===== src/rtl/pulse_transmitter_multi_timer.sv =====
// Bank of independent programmable timers; each emits a registered one-cycle pulse
// D+1 edges after start, where D = duration << clamp(prescaler). No backpressure.
module pulse_transmitter_multi_timer #(
  parameter int NUM_CH          = 4,
  parameter int PRESCALER_WIDTH = 15,
  parameter int TIMER_WIDTH     = 8,
  localparam int PW             = $clog2(PRESCALER_WIDTH + 1),
  localparam int CW             = PRESCALER_WIDTH + TIMER_WIDTH
) (
  input  logic                          clk,
  input  logic                          sys_rst,
  input  logic [NUM_CH-1:0]             en,
  input  logic [NUM_CH-1:0]             oneshot,
  input  logic [NUM_CH*PW-1:0]          prescaler,
  input  logic [NUM_CH*TIMER_WIDTH-1:0] duration,
  output logic [NUM_CH-1:0]             pulse_out,
  output logic [NUM_CH-1:0]             busy,
  output logic [NUM_CH-1:0]             done,
  output logic                          pulse_any
);

  localparam logic [PW-1:0] PMAX = PW'(PRESCALER_WIDTH);

  logic [CW-1:0]     counter [NUM_CH];
  logic [CW-1:0]     load    [NUM_CH];
  logic [NUM_CH-1:0] en_q;
  logic [NUM_CH-1:0] start;
  logic [NUM_CH-1:0] expire;

  // Shift is applied at full counter width so the largest duration never truncates.
  function automatic logic [CW-1:0] load_val(input logic [TIMER_WIDTH-1:0] dur,
                                             input logic [PW-1:0]          pre);
    logic [PW-1:0] sh;
    sh = (pre > PMAX) ? PMAX : pre;
    return CW'(dur) << sh;
  endfunction

  always_comb begin
    start  = '0;
    expire = '0;
    for (int i = 0; i < NUM_CH; i++) begin
      load[i]   = load_val(duration[i*TIMER_WIDTH +: TIMER_WIDTH], prescaler[i*PW +: PW]);
      start[i]  = en[i] && !en_q[i];
      expire[i] = en[i] && en_q[i] && busy[i] && (counter[i] == '0);
    end
  end

  always_ff @(posedge clk) begin
    if (sys_rst) begin
      for (int i = 0; i < NUM_CH; i++) counter[i] <= '0;
      busy      <= '0;
      done      <= '0;
      en_q      <= '0;
      pulse_out <= '0;
      pulse_any <= 1'b0;
    end else begin
      en_q      <= en;
      pulse_out <= expire;
      pulse_any <= |expire;
      for (int i = 0; i < NUM_CH; i++) begin
        if (!en[i]) begin
          busy[i]    <= 1'b0;
          counter[i] <= '0;
        end else if (start[i]) begin
          counter[i] <= load[i];
          busy[i]    <= 1'b1;
          done[i]    <= 1'b0;
        end else if (busy[i]) begin
          if (counter[i] != '0) begin
            counter[i] <= counter[i] - CW'(1);
          end else if (oneshot[i]) begin
            busy[i] <= 1'b0;
            done[i] <= 1'b1;
          end else begin
            // Reload samples the current duration/prescaler, so edits land next period.
            counter[i] <= load[i];
          end
        end
      end
    end
  end

endmodule


===== config.mk =====
export PLATFORM = sky130hd
export DESIGN_NAME = pulse_transmitter_multi_timer
export DESIGN_NICKNAME = d
export VERILOG_FILES = /design/src/rtl/pulse_transmitter_multi_timer.sv
export SDC_FILE = /design/constraint.sdc
export NUM_CORES = 1
export LEC_CHECK = 0
export BUFFER_PORTS_ARGS = -buffer_cell sky130_fd_sc_hd__buf_2
export CORE_MARGIN = 5
export CORE_UTILIZATION = 50
export CTS_BUF_LIST = sky130_fd_sc_hd__clkbuf_16
export DETAILED_ROUTE_END_ITERATION = 16
export PLACE_DENSITY = 0.75
export SLEW_MARGIN = 40
export SYNTH_ARGS = -nofsm -noshare
export SYNTH_HDL_FRONTEND = slang
export SYNTH_SLANG_ARGS = --single-unit

===== constraint.sdc =====
create_clock -name clk -period 3.3 [get_ports clk]
set_input_delay 0.495 -clock clk [delete_from_list [all_inputs] [get_ports clk]]
set_output_delay 0.495 -clock clk [all_outputs]
set_load 0.1 [all_outputs]

==> impl_metrics.env <==
export IMPL_run_status="finished, final reports clean"
export IMPL_drc=0
export IMPL_critPathTopFamily="simple AND/OR/NAND/NOR gates"
export IMPL_fp_row_count=45
export IMPL_max_slew_margin_rel_pct=51.5
export IMPL_post_cts_setup_buffer_count=0
export IMPL_vias_per_cell=6.01
export IMPL_grt_overflow=0
export IMPL_leakage_nw=3.30
export IMPL_cp_end_kind="flop"
export IMPL_sequentialPowerShare_pct=43.7
export IMPL_numPortBuffers=70
export IMPL_worst_setup_path_endpoint="counter[3][14]"
export IMPL_ys_async_sr_fraction_pct=0
export IMPL_p_clk_share_pct=28.0
export IMPL_dr_total_vias=6437
export IMPL_regToRegEndpoint="counter[3][14]"
export IMPL_yosys_cell_count_top_type="edfxtp_1"
export IMPL_ys_ff_latch=109
export IMPL_timing_final_hold_violations=0
export IMPL_clock_skew_final_ps=11.4
export IMPL_detail_route_antenna_nets=0
export IMPL_final_instance_count_excl_fill=1071
export IMPL_finalNetCount=921
export IMPL_placed_cell_area_um2=8340
export IMPL_dpl_hpwl_um=13300
export IMPL_cts_buffers_inserted=9
export IMPL_critPathBufInv=1
export IMPL_synth_area_um2=7850
export IMPL_cp_startpoint="counter[3][9]"
export IMPL_power_density_nw_per_um2=431
export IMPL_wl_um=18200
export IMPL_clock_sinks=109
export IMPL_grt_antenna_before_repair=0
export IMPL_setup_total_neg_slack_ps=0
export IMPL_p_sw_mw=1.20
export IMPL_drt_pre_antenna_iters=5
export IMPL_grt_max_degree=26
export IMPL_cts_hold_buffers_added=0
export IMPL_power_internal_mw=2.51
export IMPL_startpoint_to_endpoint_class_of_the_critical_path="flop to flop"
export IMPL_cp_start_kind="flop"
export IMPL_final_design_area_no_fill_um2=8610
export IMPL_syn_inst=810
export IMPL_startpoint_of_the_most_critical_register_to_register_path="counter[3][9]"
export IMPL_rsz_0062_raised_after_global_routing="false"
export IMPL_power_share_switching_pct=32.3
export IMPL_yosysSeqAreaShare_pct=39.5
export IMPL_flow_area_growth_from_synthesis_pct=9.74
export IMPL_crit_path_max_fanout=15
export IMPL_synth_flop_cell="edfxtp_1"
export IMPL_worst_hold_path_class="input pin to flop"
export IMPL_timing_max_cap_violations=0
export IMPL_design_die_area_um2=18300
export IMPL_cp_slowest_stage_delay_ps=590
export IMPL_yosys_warnings=0
export IMPL_num_antenna_cells=0
export IMPL_timing_final_crit_share_pct=84.2
export IMPL_setup_viol=0
export IMPL_timing_final_max_slew_violations=0
export IMPL_gp_congestion=0.878
export IMPL_cp_depth=5
export IMPL_die_y_um=135
export IMPL_worst_reg2reg_setup_slack_ps=520
export IMPL_pre_cts_ws_ps=543
export IMPL_core_area_um2=15300
export IMPL_yosys_cell_types_count=71
export IMPL_timing_critical_path_cells="or4_1 -> nand2b_1 -> o31ai_1 -> nand3_1 -> buf_4"
export IMPL_fin_crit_ps=2780
export IMPL_rr_worst_depth=5
export IMPL_clock_latency_ps=360
export IMPL_multi_input_area_um2=4460
export IMPL_initial_core_util_pct=51.2
export IMPL_tritoncts_clock_tree="built"
export IMPL_fillCellCount=1375
export IMPL_average_footprint_of_a_synthesized_cell_um2=9.69
export IMPL_postLayoutSetupSlackWorst_ps=522
export IMPL_die_width_um=135
export IMPL_post_drt_wl_per_cell_um=17.0
export IMPL_cts_clock_pin_slew_for_the_worst_setup_and_hold_paths_ps=80
export IMPL_synthDominantCellAreaShare_pct=35.2
export IMPL_worstPathRequired_ps=3390
export IMPL_synthTopCellsByArea="edfxtp_1, xnor2_1, o22ai_1"
export IMPL_maxClockFrequency_ghz=0.360
export IMPL_place_detailed_instances=1055
export IMPL_post_cts_resize_count=0
export IMPL_clk_root_buffer_cell="clkbuf_16"
export IMPL_yosys_top_cells_count="edfxtp_1, o22ai_1, nand2_1, nor2_1, xnor2_1"
export IMPL_timing_critical_path_arrival_ps=2870
export IMPL_grt_pass1_vias=5993
export IMPL_combPwrFrac_pct=28.3
export IMPL_largest_area_contributor_in_the_netlist="edfxtp_1"
export IMPL_tightestPinTransition_ps=727
export IMPL_count_of_flip_flops_with_a_built_in_enable_after_synthesis=92
export IMPL_peakVddDrop_mv=0.277
export IMPL_grt_first_pass_wirelength_um=29600
export IMPL_gr_usage_all_layers_pct=19.8
export IMPL_ctsLongestPathBuffers=2
export IMPL_h_tree_depth=3
export IMPL_final_seq_area_um2=3100
export IMPL_num_io_pins=71
export IMPL_drtIter0Drc=660
export IMPL_critical_path_slowest_cell="or4_1"
export IMPL_layout_drive_gt1_share_pct=18.4
export IMPL_synth_nets=876
==> routing by layer <==
layer | GRT usage, % | up-vias | part of all wire (%)
met5 | 0 | - | 0
met4 | 5.99 | 0 | 1.5
met3 | 2.56 | 15 | 4.4
met2 | 31.6 | 165 | 47
met1 | 28.1 | 3066 | 47
li1 | - | 3191 | -
==> power groups by stage <==
stage	registers (mW)	clock network, mW	logic [mW]
after global routing	1.63	1.12	1.15
after detailed placement	1.65	0	1.03
after floorplan	1.66	0	0.786
after CTS	1.62	1.06	1.04
after global placement	1.65	0	1.03
final	1.62	1.04	1.05
==> through the flow <==
step                      utilization, %  power [mW]  hold slack [ps]
after global routing                56.2        3.90              467
after floorplan                        -        2.45              459
after detailed placement            54.4        2.69              520
after CTS                           56.2        3.73              445
final                               56.2        3.71              456
after global placement              54.4        2.67              480
==> cells by family after synthesis <==
group                      Yosys count  share of synthesized area (%)
DFF                                109                           39.5
AOI/OAI and AO/OA                  171                           15.6
and+or+nand+nor                    312                           21.7
xor gates and xnor gates            82                           9.15
muxes                               59                           9.03
adders and majority gates            8                           1.28
buffers and inverters               69                           3.68
==> registers in the layout, summed over array words and instances (netlist names) <==
register	flops
done	4
pulse_any	1
pulse_out	4
counter	92
busy	4
en_q	4
==> tightest hold or removal path: cells and delay by family <==
family,cells,cell delay (ps)
buffers and inverters,2,200
AND/OR/NAND/NOR,1,90
==> layout make-up <==
cell class,count,share of cell area [%]
Timing Repair Buffer,80,4.94
Inverter,23,1.00
Tap cell,211,3.07
Multi-Input combinational cell,632,51.8
Clock buffer,9,2.62
Clock inverter,7,0.567
Sequential cell,109,36.0
==> worst min path at each step <==
stage,from,endpoint,slack [ps],cells past startpoint
floorplan,en_q[0],busy[0],460,1
global placement,en_q[0],busy[0],480,1
detailed placement,en_q[0],busy[0],520,1
CTS,en[0],en_q[0],440,3
global route,en[0],en_q[0],470,3
finish,en[0],en_q[0],460,3
==> placed cells by master, fill, tap and decap left out, drive strengths merged, types with 18 or more instances in the layout <==
cell type   n
edfxtp     92
buf        80
o22ai      72
nand2      60
nor2       58
xnor2      54
nor3       43
mux2       34
xor2       28
inv        26
nand3      22
o32ai      21
nor2b      20
mux2i      19
or3        19
nand2b     18
nor4       18
(Power assumes the default switching activity.)
